[src/rtl/seq_match_reporter_if.sv]
// Report handshake between seq_match_reporter and its consumer.
//   rpt_valid : head of the timestamp FIFO holds a report
//   rpt_ready : consumer accepts the head at the next rising edge
//   rpt_ts    : timestamp at the FIFO head, 0 when empty
// Modports: master (reporter side), slave (consumer side).
interface seq_match_reporter_if #(
    parameter int TS_W = 16
);
    logic            rpt_valid;
    logic            rpt_ready;
    logic [TS_W-1:0] rpt_ts;

    modport master (output rpt_valid, output rpt_ts, input rpt_ready);
    modport slave  (input rpt_valid, input rpt_ts, output rpt_ready);
endinterface

[src/rtl/seq_match_reporter.sv]
// seq_match_reporter
// Timestamps each qualified match pulse against a free-running cycle counter
// and queues the timestamps in a show-ahead FIFO. The FIFO is drained over
// a valid/ready interface. Also keeps a saturating match count and a sticky
// overflow flag.
//
// Optional feature: define MATCH_HOLDOFF_EN to qualify only matches spaced
// at least HOLDOFF cycles from the previous qualified one.
//
// Ports:
//   clk        : clock, rising edge
//   rst        : synchronous active-high reset
//   z_in       : match pulse from the detector
//   clr_ovf    : clears the sticky overflow flag (a same-cycle drop wins)
//   rpt        : report handshake (master modport)
//   match_cnt  : saturating count of qualified matches
//   fifo_level : number of occupied FIFO entries
//   ovf        : sticky, a qualified match was dropped on a full FIFO
module seq_match_reporter #(
    parameter int TS_W    = 16,
    parameter int CNT_W   = 8,
    parameter int DEPTH   = 4,
    parameter int HOLDOFF = 5
) (
    input  logic                     clk,
    input  logic                     rst,
    input  logic                     z_in,
    input  logic                     clr_ovf,
    seq_match_reporter_if.master     rpt,
    output logic [CNT_W-1:0]         match_cnt,
    output logic [$clog2(DEPTH):0]   fifo_level,
    output logic                     ovf
);
    localparam int PTR_W = $clog2(DEPTH);
    localparam int LVL_W = PTR_W + 1;
    localparam logic [LVL_W-1:0] FULL_LVL = LVL_W'(DEPTH);

    if (DEPTH < 2 || (DEPTH & (DEPTH - 1)) != 0 || HOLDOFF < 1) begin : g_bad_param
        $error("seq_match_reporter: DEPTH must be a power of two >= 2, HOLDOFF >= 1");
    end

    logic [TS_W-1:0]  ts;
    logic [TS_W-1:0]  mem [DEPTH];
    logic [PTR_W-1:0] wr_ptr;
    logic [PTR_W-1:0] rd_ptr;
    logic [PTR_W-1:0] rd_ptr_nxt;
    logic [LVL_W-1:0] level_nxt;
    logic [TS_W-1:0]  head_nxt;
    logic             qual;
    logic             pop;
    logic             push_ok;

`ifdef MATCH_HOLDOFF_EN
    localparam int HO_W = (HOLDOFF > 1) ? $clog2(HOLDOFF) : 1;
    logic [HO_W-1:0] holdoff_cnt;

    // Only qualified pulses reload the window; ignored pulses leave it running.
    assign qual = z_in && (holdoff_cnt == '0);

    always_ff @(posedge clk) begin
        if (rst) begin
            holdoff_cnt <= '0;
        end else if (qual) begin
            holdoff_cnt <= HO_W'(HOLDOFF - 1);
        end else if (holdoff_cnt != '0) begin
            holdoff_cnt <= holdoff_cnt - 1'b1;
        end
    end
`else
    assign qual = z_in;
`endif

    assign pop     = rpt.rpt_valid && rpt.rpt_ready;
    // A full FIFO still accepts the push when the head leaves in the same cycle.
    assign push_ok = qual && ((fifo_level != FULL_LVL) || pop);

    always_comb begin
        level_nxt  = fifo_level;
        rd_ptr_nxt = rd_ptr;
        head_nxt   = '0;
        if (push_ok && !pop) begin
            level_nxt = fifo_level + 1'b1;
        end else if (!push_ok && pop) begin
            level_nxt = fifo_level - 1'b1;
        end
        if (pop) begin
            rd_ptr_nxt = rd_ptr + 1'b1;
        end
        // The head is registered, so it must be computed one cycle ahead;
        // when the new push becomes the only entry it bypasses the memory.
        if (level_nxt != '0) begin
            if (push_ok && ((fifo_level == '0) || (pop && fifo_level == LVL_W'(1)))) begin
                head_nxt = ts;
            end else begin
                head_nxt = mem[rd_ptr_nxt];
            end
        end
    end

    always_ff @(posedge clk) begin
        if (!rst && push_ok) begin
            mem[wr_ptr] <= ts;
        end
    end

    always_ff @(posedge clk) begin
        if (rst) begin
            ts            <= '0;
            wr_ptr        <= '0;
            rd_ptr        <= '0;
            fifo_level    <= '0;
            rpt.rpt_valid <= 1'b0;
            rpt.rpt_ts    <= '0;
            match_cnt     <= '0;
            ovf           <= 1'b0;
        end else begin
            ts            <= ts + 1'b1;
            rd_ptr        <= rd_ptr_nxt;
            fifo_level    <= level_nxt;
            rpt.rpt_valid <= (level_nxt != '0);
            rpt.rpt_ts    <= head_nxt;
            if (push_ok) begin
                wr_ptr <= wr_ptr + 1'b1;
            end
            if (qual && (match_cnt != '1)) begin
                match_cnt <= match_cnt + 1'b1;
            end
            if (qual && !push_ok) begin
                ovf <= 1'b1;
            end else if (clr_ovf) begin
                ovf <= 1'b0;
            end
        end
    end
endmodule

[src/flat_wrapper.sv]
// flat-port wrapper written by rule: the top's interface ports become plain ports
module seq_match_reporter_flat 
#(
    parameter int TS_W    = 16,
    parameter int CNT_W   = 8,
    parameter int DEPTH   = 4,
    parameter int HOLDOFF = 5
)
  (clk, rst, z_in, clr_ovf, match_cnt, fifo_level, ovf, rpt_rpt_valid, rpt_rpt_ts, rpt_rpt_ready);
  seq_match_reporter_if #(.TS_W(TS_W)) rpt_i ();
  input  logic clk;
  input  logic rst;
  input  logic z_in;
  input  logic clr_ovf;
  output logic [CNT_W-1:0] match_cnt;
  output logic [$clog2(DEPTH):0] fifo_level;
  output logic ovf;
  output wire logic [$bits(rpt_i.rpt_valid)-1:0] rpt_rpt_valid;
  output wire logic [$bits(rpt_i.rpt_ts)-1:0] rpt_rpt_ts;
  input wire logic [$bits(rpt_i.rpt_ready)-1:0] rpt_rpt_ready;
  assign rpt_rpt_valid = rpt_i.rpt_valid;
  assign rpt_rpt_ts = rpt_i.rpt_ts;
  assign rpt_i.rpt_ready = rpt_rpt_ready;
  seq_match_reporter #(.TS_W(TS_W), .CNT_W(CNT_W), .DEPTH(DEPTH), .HOLDOFF(HOLDOFF)) u_core (.clk(clk), .rst(rst), .z_in(z_in), .clr_ovf(clr_ovf), .rpt(rpt_i), .match_cnt(match_cnt), .fifo_level(fifo_level), .ovf(ovf));
endmodule
[config.mk]
export PLATFORM = sky130hd
export DESIGN_NAME = seq_match_reporter_flat
export DESIGN_NICKNAME = d
export VERILOG_FILES = /design/src/rtl/seq_match_reporter_if.sv /design/src/rtl/seq_match_reporter.sv /design/src/flat_wrapper.sv
export SDC_FILE = /design/constraint.sdc
export NUM_CORES = 1
export LEC_CHECK = 0
export CAP_MARGIN = 30
export CORE_UTILIZATION = 60
export CTS_CLUSTER_SIZE = 40
export DETAILED_ROUTE_END_ITERATION = 12
export PLACE_DENSITY = 0.81
export SLEW_MARGIN = 20
export SYNTH_ARGS = -nofsm -noshare
export SYNTH_HDL_FRONTEND = slang
export SYNTH_SLANG_ARGS = --single-unit
[constraint.sdc]
create_clock -name clk -period 3.4 [get_ports clk]
set_input_delay 1.02 -clock clk [delete_from_list [all_inputs] [get_ports clk]]
set_output_delay 1.02 -clock clk [all_outputs]
set_load 0.01 [all_outputs]
Word level (Yosys, flattened, before mapping)
Memory sizes are Yosys's and may differ from the RTL's.
Cells that the tools add are included.
- register bits: 49
- RAM bits: 64
- output and inout bits: 29
- logic and storage cells: 45
- memories: 1
- add/sub/neg operators: 6
- eq/ne operators: 3
- muxes and demuxes: 8
- bitwise logic cells: 1
- reduce and logical (&&, ||, !) cells: 18
- memories (memory ; depth ; width ; rd ports ; clocked after memory_dff ; wr ports ; line ; RTL):
    u_core.mem ; 4 ; 16 ; 1 ; 0 ; 1 ; seq_match_reporter.sv:43 ; logic [TS_W-1:0] mem [DEPTH];
- operators with widths (operator ; number):
    $add 16x1->16 const B ; 1
    $mux 16 ; 1
    $logic_and 1x1->1 ; 9
    $add 8x1->8 const B ; 1
    $ne 8x8->1 const B ; 1
    $mux 3 ; 2
    $add 2x1->2 const B ; 2
    $mux 1 ; 4
    $add 3x1->3 const B ; 1
    $eq 3x1->1 const B ; 1
    $logic_not 1->1 ; 3
    $logic_not 3->1 ; 1
    $ne 3x3->1 const B ; 1
    $reduce_bool 3->1 ; 1
    $sub 3x1->3 const B ; 1
    $logic_or 1x1->1 ; 2
    $mux 2 ; 1
    $reduce_bool 2->1 ; 1
    $reduce_or 2->1 ; 1
    $not 1->1 ; 1

Logic depth before layout (Yosys ltp)
Gate-level depths: netlist of the first run.
- depth in word-level cells: 10
- mapped depth: 8
- mapped depth without buffers: 6

Worst setup path after synthesis of the first run
No wires, ideal clock.
- path type: input port to flip-flop
- from: in rpt_rpt_ready
- to: mem u_core.mem[0][0], enable pin
- setup time: 0.374 ns
- data arrival time: 2.074 ns
- data required time: 3.026 ns
- setup slack: 0.952 ns
- stages on the path: 5
- buffers on the path: 1
- path through: buf_6 and2_4 o21ai_0 nor2_1 and2_1
- word-level cells in the longest chain between the ends: 6
- ends and longest elaborated chain (element ; line ; RTL):
    from (decl) ; flat_wrapper.sv:20 ; input wire logic [$bits(rpt_i.rpt_ready)-1:0] rpt_rpt_ready;
    $logic_and 1x1->1 ; seq_match_reporter.sv:73 ; assign pop = rpt.rpt_valid && rpt.rpt_ready;
    $logic_or 1x1->1 ; seq_match_reporter.sv:75 ; assign push_ok = qual && ((fifo_level != FULL_LVL) || pop);
    $logic_and 1x1->1 ; seq_match_reporter.sv:75 ;
    $logic_and 1x1->1 ; seq_match_reporter.sv:101 ; if (!rst && push_ok) begin
    $mux 1 ; seq_match_reporter.sv:101 ;
    $mux 1 (implied by the code) ; seq_match_reporter.sv:102 ; mem[wr_ptr] <= ts;
    to (decl) ; seq_match_reporter.sv:43 ;
Every way passes these cells.

Worst setup path after layout of the first run
- from: reg u_core.rpt.rpt_valid
- to: out rpt_rpt_valid
- RTL lines (element ; line ; RTL):
    from (decl) ; seq_match_reporter_if.sv:13 ; modport master (output rpt_valid, output rpt_ts, input rpt_ready);
    from (signal assigned) ; seq_match_reporter.sv:120 ; rpt.rpt_valid <= (level_nxt != '0);
    to (decl) ; flat_wrapper.sv:18 ; output wire logic [$bits(rpt_i.rpt_valid)-1:0] rpt_rpt_valid;
No word-level cell between the ends.

==> results.json, run 1 <==
{
  "startpoint_type": "flop",
  "die_area_sq_um": 9400,
  "ios": 34,
  "synth.most_common_cell": "edfxtp_1",
  "ys_types": 50,
  "max_slew_margin_pct": 52.99,
  "slew_viol_final": 0,
  "rsz0062_at_grt": "no",
  "fin_crit_sh_pct": 83.77,
  "crit_required_ns": 2.38,
  "yosysTopAreaCell": "edfxtp_1",
  "grt_pass1_wl_mm": 21.43,
  "die_x_microns": 96.96,
  "drtIter0Drc": 364,
  "outcome": "complete, no violations",
  "diodes": 0,
  "grt_overflow": 0,
  "hold_viol": 0,
  "setup_viol": 0,
  "ctsHoldBuffers": 0,
  "post_cts_resized": 0,
  "grt_pass1_vias": 4119,
  "fin_util_pct": 73.30,
  "initial_core_util_pct": 62.04,
  "dr.pass1.iters": 5,
  "fin_nets": 508,
  "ys_top_cells_by_area": "edfxtp_1 36%, dfxtp_1 18%, mux2i_1 9.4%",
  "worstPathMaxFanout": 16,
  "layout-drive-gt1-share_pct": 13.04,
  "path_delay_family": "flip-flops",
  "synthArstFlopShare_pct": 0,
  "timing.fmax_mhz": 351.1,
  "netlist_instances": 461,
  "wirelength_mm": 13.11,
  "busiest_layer": "met2",
  "die-height_microns": 96.96,
  "p_leak_nw": 2.045,
  "grt_use_met2_pct": 47.29,
  "vias": 4124,
  "place.gp.congestion": 0.8686,
  "ys.flop_type": "edfxtp_1",
  "clkSinkCount": 113,
  "grt_util_met3_pct": 7.370,
  "cp_slowest_cell": "dfxtp_1",
  "worst_ir_drop_vdd_v": 0.0003765,
  "synth_edf_count": 64,
  "endpoint_kind": "output pin",
  "finalSetupTns_ns": 0,
  "post_drt_wl_per_cell_microns": 21.35,
  "grt_max_degree": 83,
  "synth_commonest_cells": "64 x edfxtp_1, 51 x mux2i_1, 49 x dfxtp_1, 26 x nand2_1, 24 x nand3_1",
  "fin_skew_ns": 0.01220,
  "critPathArrivalTime_ns": 1.83,
  "synth-seq-cells": 113,
  "met1_usage_pct": 38.85,
  "period_needed_ns": 2.848,
  "yosys_warnings": 0,
  "cpPeakStageDelay_ns": 0.67,
  "post_cts_buffers": 0,
  "viasPerCell": 6.717,
  "clk_path_buf_depth": 2,
  "cts_made_buffers": 17,
  "port_buffers": 33,
  "antenna_found_initial": 0,
  "synth_area_sq_um": 5410,
  "avgSynthCellArea_sq_um": 11.74,
  "dpl.hpwl_mm": 7.682,
  "path_buf_inv": 1,
  "cts_root_buf": "clkbuf_8",
  "p_per_area_nw_per_um2": 599.8,
  "synth.top_cell.area_share_pct": 35.52,
  "tritoncts": "done",
  "drc": 0,
  "tightest_slew_ns": 0.7036,
  "final_cell_count_no_fill": 614,
  "fill_cells": 581,
  "core.rowCount": 34,
  "clk_pin_slew_worst_paths_ns": 0.06,
  "path_class": "reg -> out",
  "clk_latency_ns": 0.51,
  "holdCritPathClass": "reg -> reg",
  "dpl.cell_count": 581,
  "postRouteAntennaNets": 0,
  "fp.coreArea_sq_um": 8721,
  "cp_cell_sequence": "clkdlybuf4s50_1",
  "area_growth_pct": 18.15,
  "grtUsageTotal_pct": 29.33,
  "h-tree-depth": 4,
  "ys_seq_area_share_pct": 53.65,
  "max-cap-violations": 0,
  "synth_fp_nets": 476
}
state kept, by name, summed over array words and instances (netlist names):
signal                cells
u_core.mem               64
u_core.rpt.rpt_ts        16
u_core.ts                16
u_core.match_cnt          8
u_core.fifo_level         3
u_core.rd_ptr             2
u_core.wr_ptr             2
u_core.ovf                1
u_core.rpt.rpt_valid      1
cells in the final DEF (no fill, tap or decap), types with 8 or more instances in the layout:
cell             count
a21oi_1             14
a221oi_1             8
a221oi_2             8
a22oi_1             17
a41oi_1             16
buf_4               16
clkbuf_16           17
clkdlybuf4s50_1     32
dfxtp_1             48
edfxtp_1            64
ha_1                10
inv_1                8
mux2i_1             51
nand2_1             26
nand3_1             24
nand4b_1            16
nor2_1              23
o211ai_1            16
o21ai_0              9
or3_1               10
xnor2_1              8
worst register-to-register path: stages, from the launching register on:
cell	delay [ns]
dfxtp_1	0.47
inv_1	0.14
ha_1	0.27
a31oi_1	0.24
or3_1	0.57
nand3_1	0.16
a221oi_1	0.33
area by class of cell:
class                      instances  area [sq um]  share of cell area (%)
inverter                           8         30.03                  0.4698
clock inverter                    13         122.6                   1.918
multi-input combinational        303          2290                   35.82
timing repair buffer              50         465.4                   7.281
tap                              108         135.1                   2.114
clock buffer                      19         442.9                   6.929
sequential                       113          2907                   45.47
final timing paths:
check | startpoint | endpoint | slack [ns] | cells past startpoint
min reg2reg | u_core.ovf | u_core.ovf | 0.47 | 2
max reg2reg | u_core.fifo_level[0] | u_core.rpt.rpt_ts[5] | 1.11 | 6
max | u_core.rpt.rpt_valid | rpt_rpt_valid | 0.55 | 1
min | u_core.ovf | u_core.ovf | 0.47 | 2
through the flow:
stage	hold slack (ns)	worst slack, ns	total power, W	cell area (sq um)
6_report	0.4736	0.5519	0.003834	6392
5_1_grt	0.5043	0.4711	0.003974	6392
2_1_floorplan	0.4764	0.9520	0.001995	5410
3_3_place_gp	0.4570	0.4284	0.002149	5807
4_1_cts	0.4753	0.5647	0.003837	6372
3_5_place_dp	0.4827	0.3690	0.002170	5807
kinds of logic after synthesis:
group,share of synthesized area [%]
AO/OA/AOI/OAI,15.40
XOR/XNOR,2.105
adder cells (fa/ha/maj),2.313
buffers and inverters,4.024
flip-flops,53.65
multiplexers,9.436
AND/OR/NAND/NOR,13.07
metal layers:
layer | vias up | share of wire (%) | wire (microns)
met2 | 214 | 50 | 6488
met1 | 2024 | 42 | 5483
met3 | 22 | 7.3 | 956
met5 | - | 0 | 0
met4 | 0 | 1.4 | 178
li1 | 1864 | - | -
report_power, final:
group	internal [W]	total [W]	leakage (nW)	switching [W]
combinational	0.000254	0.000572	0.774	0.000317
clock	0.00102	0.00167	0.273	0.000648
sequential	0.00151	0.00159	0.998	0.0000855
Power figures use the tool's default switching activity.
==> run 2: changes to the inputs <==
--- a/config.mk
+++ b/config.mk
@@ -6,10 +6,10 @@
 export NUM_CORES = 1
 export LEC_CHECK = 0
 export CAP_MARGIN = 30
-export CORE_UTILIZATION = 60
+export CORE_UTILIZATION = 59
 export CTS_CLUSTER_SIZE = 40
 export DETAILED_ROUTE_END_ITERATION = 12
-export PLACE_DENSITY = 0.81
+export PLACE_DENSITY = 0.79
 export SLEW_MARGIN = 20
 export SYNTH_ARGS = -nofsm -noshare
 export SYNTH_HDL_FRONTEND = slang
==> constraint.sdc (replaced) <==
create_clock -name clk -period 2.8 [get_ports clk]
set_input_delay 0.84 -clock clk [delete_from_list [all_inputs] [get_ports clk]]
set_output_delay 0.84 -clock clk [all_outputs]
set_load 0.01 [all_outputs]
==> run 2 against run 1 <==
  * The run now ends with DRC left
  * Sequential cell count unchanged
  * Largest power group unchanged
  * Critical path type is now in -> reg
  * Register-to-register slack worse by 0.55 ns
  * Combinational power increased by 29%
  * Power up 25%
  * First-iteration DRC count up 18%
  * Final cell count increased by 0.65%
==> results.json, run 2 (same netlist as run 1, synthesis figures left out) <==
{
  "outcome": "finished with violations",
  "violations": "DRC",
  "crit_required_ns": 3.16,
  "area_growth_pct": 20.47,
  "layout-drive-gt1-share_pct": 13.92,
  "clkSinkCount": 113,
  "critPathArrivalTime_ns": 2.78,
  "antenna_found_initial": 0,
  "total_power_w": 0.004785,
  "power_frac_seq_pct": 40.4,
  "cpPeakStageDelay_ns": 0.66,
  "p_sw_share_pct": 27.57,
  "initial_core_util_pct": 61.44,
  "dpl.cell_count": 586,
  "rsz0062_at_grt": "no",
  "die-height_microns": 97.76,
  "layout_common_cells": "64 x edfxtp_1, 51 x mux2i_1, 48 x dfxtp_1",
  "dpl.hpwl_mm": 7.756,
  "grt_pass1_vias": 4258,
  "max-cap-violations": 0,
  "diodes": 0,
  "final_area_sq_um": 6518,
  "tightest_slew_ns": 0.7749,
  "worstPathMaxFanout": 16,
  "p_int_w": 0.003466,
  "wirelength_mm": 13.57,
  "p_per_area_nw_per_um2": 734.2,
  "path_class": "in -> reg",
  "grt_max_degree": 53,
  "h-tree-depth": 4,
  "postRouteAntennaNets": 0,
  "comb_power_share_pct": 15.4,
  "viasPerCell": 6.783,
  "drc": 6,
  "cp_slowest_cell": "and3_1",
  "max_slew_margin_pct": 48.34,
  "post_cts_buffers": 0,
  "clk_path_buf_depth": 2,
  "cp_cell_sequence": "clkdlybuf4s50_1 -> buf_4 -> and3_1 -> a22oi_1 -> nand3_1 -> a221oi_2",
  "endpoint_kind": "flop",
  "reg_top3": "u_core.mem (64), u_core.rpt.rpt_ts (16), u_core.ts (16)",
  "post_cts_resized": 0,
  "grt_overflow": 0,
  "die_x_microns": 97.76,
  "setup_viol": 0,
  "regMostFlops": "u_core.mem",
  "clk_latency_ns": 0.51,
  "vias": 4192,
  "place.gp.congestion": 0.8202,
  "ctsHoldBuffers": 0,
  "fin_skew_ns": 0.006623,
  "clkPwrFrac_pct": 44.2,
  "worst_ir_drop_vdd_v": 0.0003672,
  "dr.pass1.iters": 9,
  "p_leak_nw": 2.103,
  "holdCritPathClass": "reg -> reg",
  "ios": 34,
  "cts_root_buf": "clkbuf_8",
  "clk_pin_slew_worst_paths_ns": 0.06,
  "dpl_cell_area_sq_um": 5932,
  "switchingPower_w": 0.001319,
  "slew_viol_final": 0,
  "fill_cells": 584,
  "tritoncts": "done",
  "final_cell_count_no_fill": 618,
  "fin_nets": 512,
  "largest_register_ff_count": 64,
  "grtUsageTotal_pct": 29.89,
  "post_drt_wl_per_cell_microns": 21.96,
  "fin_crit_sh_pct": 86.41,
  "cts_made_buffers": 17,
  "core.rowCount": 34,
  "hold_viol": 0,
  "timing.fmax_mhz": 413.3,
  "port_buffers": 33,
  "startpoint_type": "input port",
  "fp.coreArea_sq_um": 8806,
  "drtIter0Drc": 428,
  "final_common_cell": "edfxtp_1",
  "die_area_sq_um": 9557,
  "grt_pass1_wl_mm": 21.92,
  "period_needed_ns": 2.420
}
==> run 2: cell count changes in the layout (fill, tap and decap cells not counted), sizes merged <==
cell / delta
clkbuf: -2
inv: +3
buf: +4
clkinvlp: -2
bufinv: +1
==> run 2: through the flow <==
step	TNS [ns]	hold WS [ns]	worst slack, ns	utilization (%)
floorplan	0	0.4764	0.5320	-
global placement	0	0.4593	0.01010	67.36
detailed placement	-0.01814	0.4684	-0.01814	67.36
CTS	0	0.4762	0.3772	74.01
global route	0	0.4864	0.3201	74.01
finish	0	0.4727	0.3805	74.01
==> run 2: path summary, 6_finish.rpt <==
path,from,endpoint,cells past startpoint,slack (ns)
setup / recovery,rpt_rpt_ready,u_core.rpt.rpt_ts[13],6,0.38
hold / removal,u_core.ovf,u_core.ovf,2,0.47
setup reg to reg,u_core.rpt.rpt_valid,u_core.rpt.rpt_ts[13],5,0.56
hold reg to reg,u_core.ovf,u_core.ovf,2,0.47
==> run 2: final cells by class <==
cell class / count / area [sq um] / share of cell area [%]
flip-flops and latches: 113 / 2907 / 44.60
clock inverters: 15 / 171.4 / 2.630
repair buffers: 54 / 570.5 / 8.754
inverters: 8 / 30.03 / 0.4607
clock buffers: 17 / 414.1 / 6.354
multi-input cells: 303 / 2290 / 35.13
well taps: 108 / 135.1 / 2.073
==> run 2: power groups by stage <==
stage | clock network (W) | logic (W) | registers, W
after floorplan | 0 | 0.000494 | 0.00193
after global placement | 0 | 0.000703 | 0.00196
after detailed placement | 0 | 0.000721 | 0.00196
after CTS | 0.00213 | 0.000731 | 0.00193
after global routing | 0.00222 | 0.000790 | 0.00194
final | 0.00212 | 0.000736 | 0.00193
==> run 2: per-layer routing <==
| metal | track usage [%] | wire length [microns] |
|---|---|---|
| met2 | 48.94 | 6731 |
| met3 | 7.445 | 1098 |
| met5 | 0 | 0 |
| met4 | 13.17 | 334 |
| met1 | 37.80 | 5406 |
==> run 2: critical path, delay by kind of cell <==
kind	cells	cell delay, ns
compound gates	2	0.32
buf+inv	2	0.79
simple gates	2	0.83
==> run 3: changes to the inputs <==
--- a/config.mk
+++ b/config.mk
@@ -6,10 +6,9 @@
 export NUM_CORES = 1
 export LEC_CHECK = 0
 export CAP_MARGIN = 30
-export CORE_UTILIZATION = 59
+export CORE_UTILIZATION = 40
 export CTS_CLUSTER_SIZE = 40
 export DETAILED_ROUTE_END_ITERATION = 12
-export PLACE_DENSITY = 0.79
 export SLEW_MARGIN = 20
 export SYNTH_ARGS = -nofsm -noshare
 export SYNTH_HDL_FRONTEND = slang
==> run 3 against run 2 <==
  * The run now ends clean
  * Sequential power about the same
  * Via count down 5.7%
  * Combinational power increased by 1%
  * Critical path depth is 1 higher
  * Setup slack worse by 0.0046 ns
  * Die area increased by 46%
  * Worst hold slack worse by 0.0030 ns
  * Sequential cell count unchanged
  * Highest routed layer unchanged
==> results.json, run 3 (same netlist as run 1, synthesis figures left out) <==
{
  "p_per_area_nw_per_um2": 709.3,
  "max_slew_margin_pct": 57.45,
  "period_needed_ns": 2.424,
  "clkSinkCount": 113,
  "dpl.hpwl_mm": 7.830,
  "highest_layer": "met4",
  "die-height_microns": 118.3,
  "die_x_microns": 118.3,
  "place.gp.congestion": 0.8019,
  "viasPerCell": 5.740,
  "regMostFlops": "u_core.mem",
  "fin_crit_sh_pct": 86.58,
  "drc": 0,
  "area_growth_pct": 22.22,
  "wirelength_mm": 12.71,
  "crit_required_ns": 3.11,
  "tightest_slew_ns": 0.6383,
  "fp.coreArea_sq_um": 13240,
  "m1WireLength_mm": 5.677,
  "clk_pin_slew_worst_paths_ns": 0.05,
  "wl_met2_mm": 6.278,
  "p_int_w": 0.003464,
  "grt_max_degree": 50,
  "finalWorstSetupSlack_ns": 0.3759,
  "dr.pass1.iters": 5,
  "fill_cells": 1184,
  "slew_viol_final": 0,
  "antenna_found_initial": 0,
  "hold_viol": 0,
  "p_leak_nw": 2.100,
  "clkPwrFrac_pct": 43.1,
  "ios": 34,
  "power_frac_seq_pct": 41.0,
  "comb_power_share_pct": 15.9,
  "layout_common_cells": "64 x edfxtp_1, 51 x mux2i_1, 48 x dfxtp_1",
  "worst_ir_drop_vdd_v": 0.0004743,
  "post_cts_resized": 0,
  "whs_ns": 0.4697,
  "endpoint_kind": "flop",
  "worstPathMaxFanout": 24,
  "grtUsageTotal_pct": 19.04,
  "path_class": "in -> reg",
  "preCtsSetupSlack_ns": -0.04788,
  "fin_util_pct": 49.93,
  "postRouteAntennaNets": 0,
  "grt_pass1_vias": 3912,
  "grt_overflow": 0,
  "initial_core_util_pct": 40.85,
  "drtIter0Drc": 288,
  "setup_viol": 0,
  "reg_top3": "u_core.mem (64), u_core.rpt.rpt_ts (16), u_core.ts (16)",
  "multi_input_area_sq_um": 2290,
  "max-cap-violations": 0,
  "largest_register_ff_count": 64,
  "diodes": 0,
  "clk_latency_ns": 0.42,
  "tritoncts": "done",
  "port_buffers": 33,
  "core.rowCount": 42,
  "post_cts_buffers": 0,
  "p_sw_share_pct": 26.15,
  "critPathArrivalTime_ns": 2.73,
  "fin_nets": 515,
  "met3_length_microns": 542,
  "die_area_sq_um": 13990,
  "final_common_cell": "edfxtp_1",
  "grt_pass1_wl_mm": 20.10,
  "clk_path_buf_depth": 2,
  "holdCritPathClass": "reg -> reg",
  "seq_area_sq_um": 2907,
  "switchingPower_w": 0.001226,
  "cts_made_buffers": 17,
  "outcome": "complete, no violations",
  "layout-drive-gt1-share_pct": 14.04,
  "ctsHoldBuffers": 0,
  "fin_skew_ns": 0.009754,
  "h-tree-depth": 4,
  "post_drt_wl_per_cell_microns": 18.44,
  "cts_root_buf": "clkbuf_16",
  "timing.fmax_mhz": 412.5,
  "startpoint_type": "input port",
  "rsz0062_at_grt": "no",
  "vias": 3955
}
run 3: metrics by stage:
| step | total power [W] | cells | area, sq um | TNS (ns) |
|---|---|---|---|---|
| final | 0.004690 | 689 | 6613 | 0 |
| after global routing | 0.004861 | 689 | 6613 | 0 |
| after CTS | 0.004733 | 689 | 6613 | 0 |
| after detailed placement | 0.002695 | 657 | 6052 | -0.08091 |
| after global placement | 0.002680 | 657 | 6052 | -0.0001119 |
| after floorplan | 0.002422 | 461 | 5410 | 0 |
run 3: worst max-delay path: stages:
cell and delay (ns):
clkdlybuf4s50_1 0.61, buf_4 0.34, a21boi_1 0.16, buf_4 0.20, a22oi_1 0.17, nand3_1 0.10
a221oi_1 0.29
run 3: layout make-up:
class	count	area share, %
sequential	113	43.95
multi-input combinational	303	34.63
timing repair buffer	57	9.158
clock buffer	22	7.190
tap	176	3.330
clock inverter	10	1.287
inverter	8	0.4541
run 3: final timing paths:
kind	start	end	slack, ns	depth (start not counted)
worst max-delay path	rpt_rpt_ready	u_core.rpt.rpt_ts[8]	0.38	7
worst min-delay path	u_core.ovf	u_core.ovf	0.47	2
worst max register to register	u_core.fifo_level[0]	u_core.rpt.rpt_ts[7]	0.74	7
worst min register to register	u_core.ovf	u_core.ovf	0.47	2
run 3: metal layers:
layer	up-vias	track usage (%)
li1	1884	-
met1	1975	23.15
met2	81	31.18
met3	15	4.778
met4	0	9.856
met5	-	0
run 3: power groups by stage:
stage	registers, W	clock network [W]	logic (W)
finish	0.00192	0.00202	0.000744
global route	0.00193	0.00213	0.000802
CTS	0.00192	0.00207	0.000745
detailed placement	0.00196	0	0.000739
global placement	0.00195	0	0.000728
floorplan	0.00193	0	0.000494
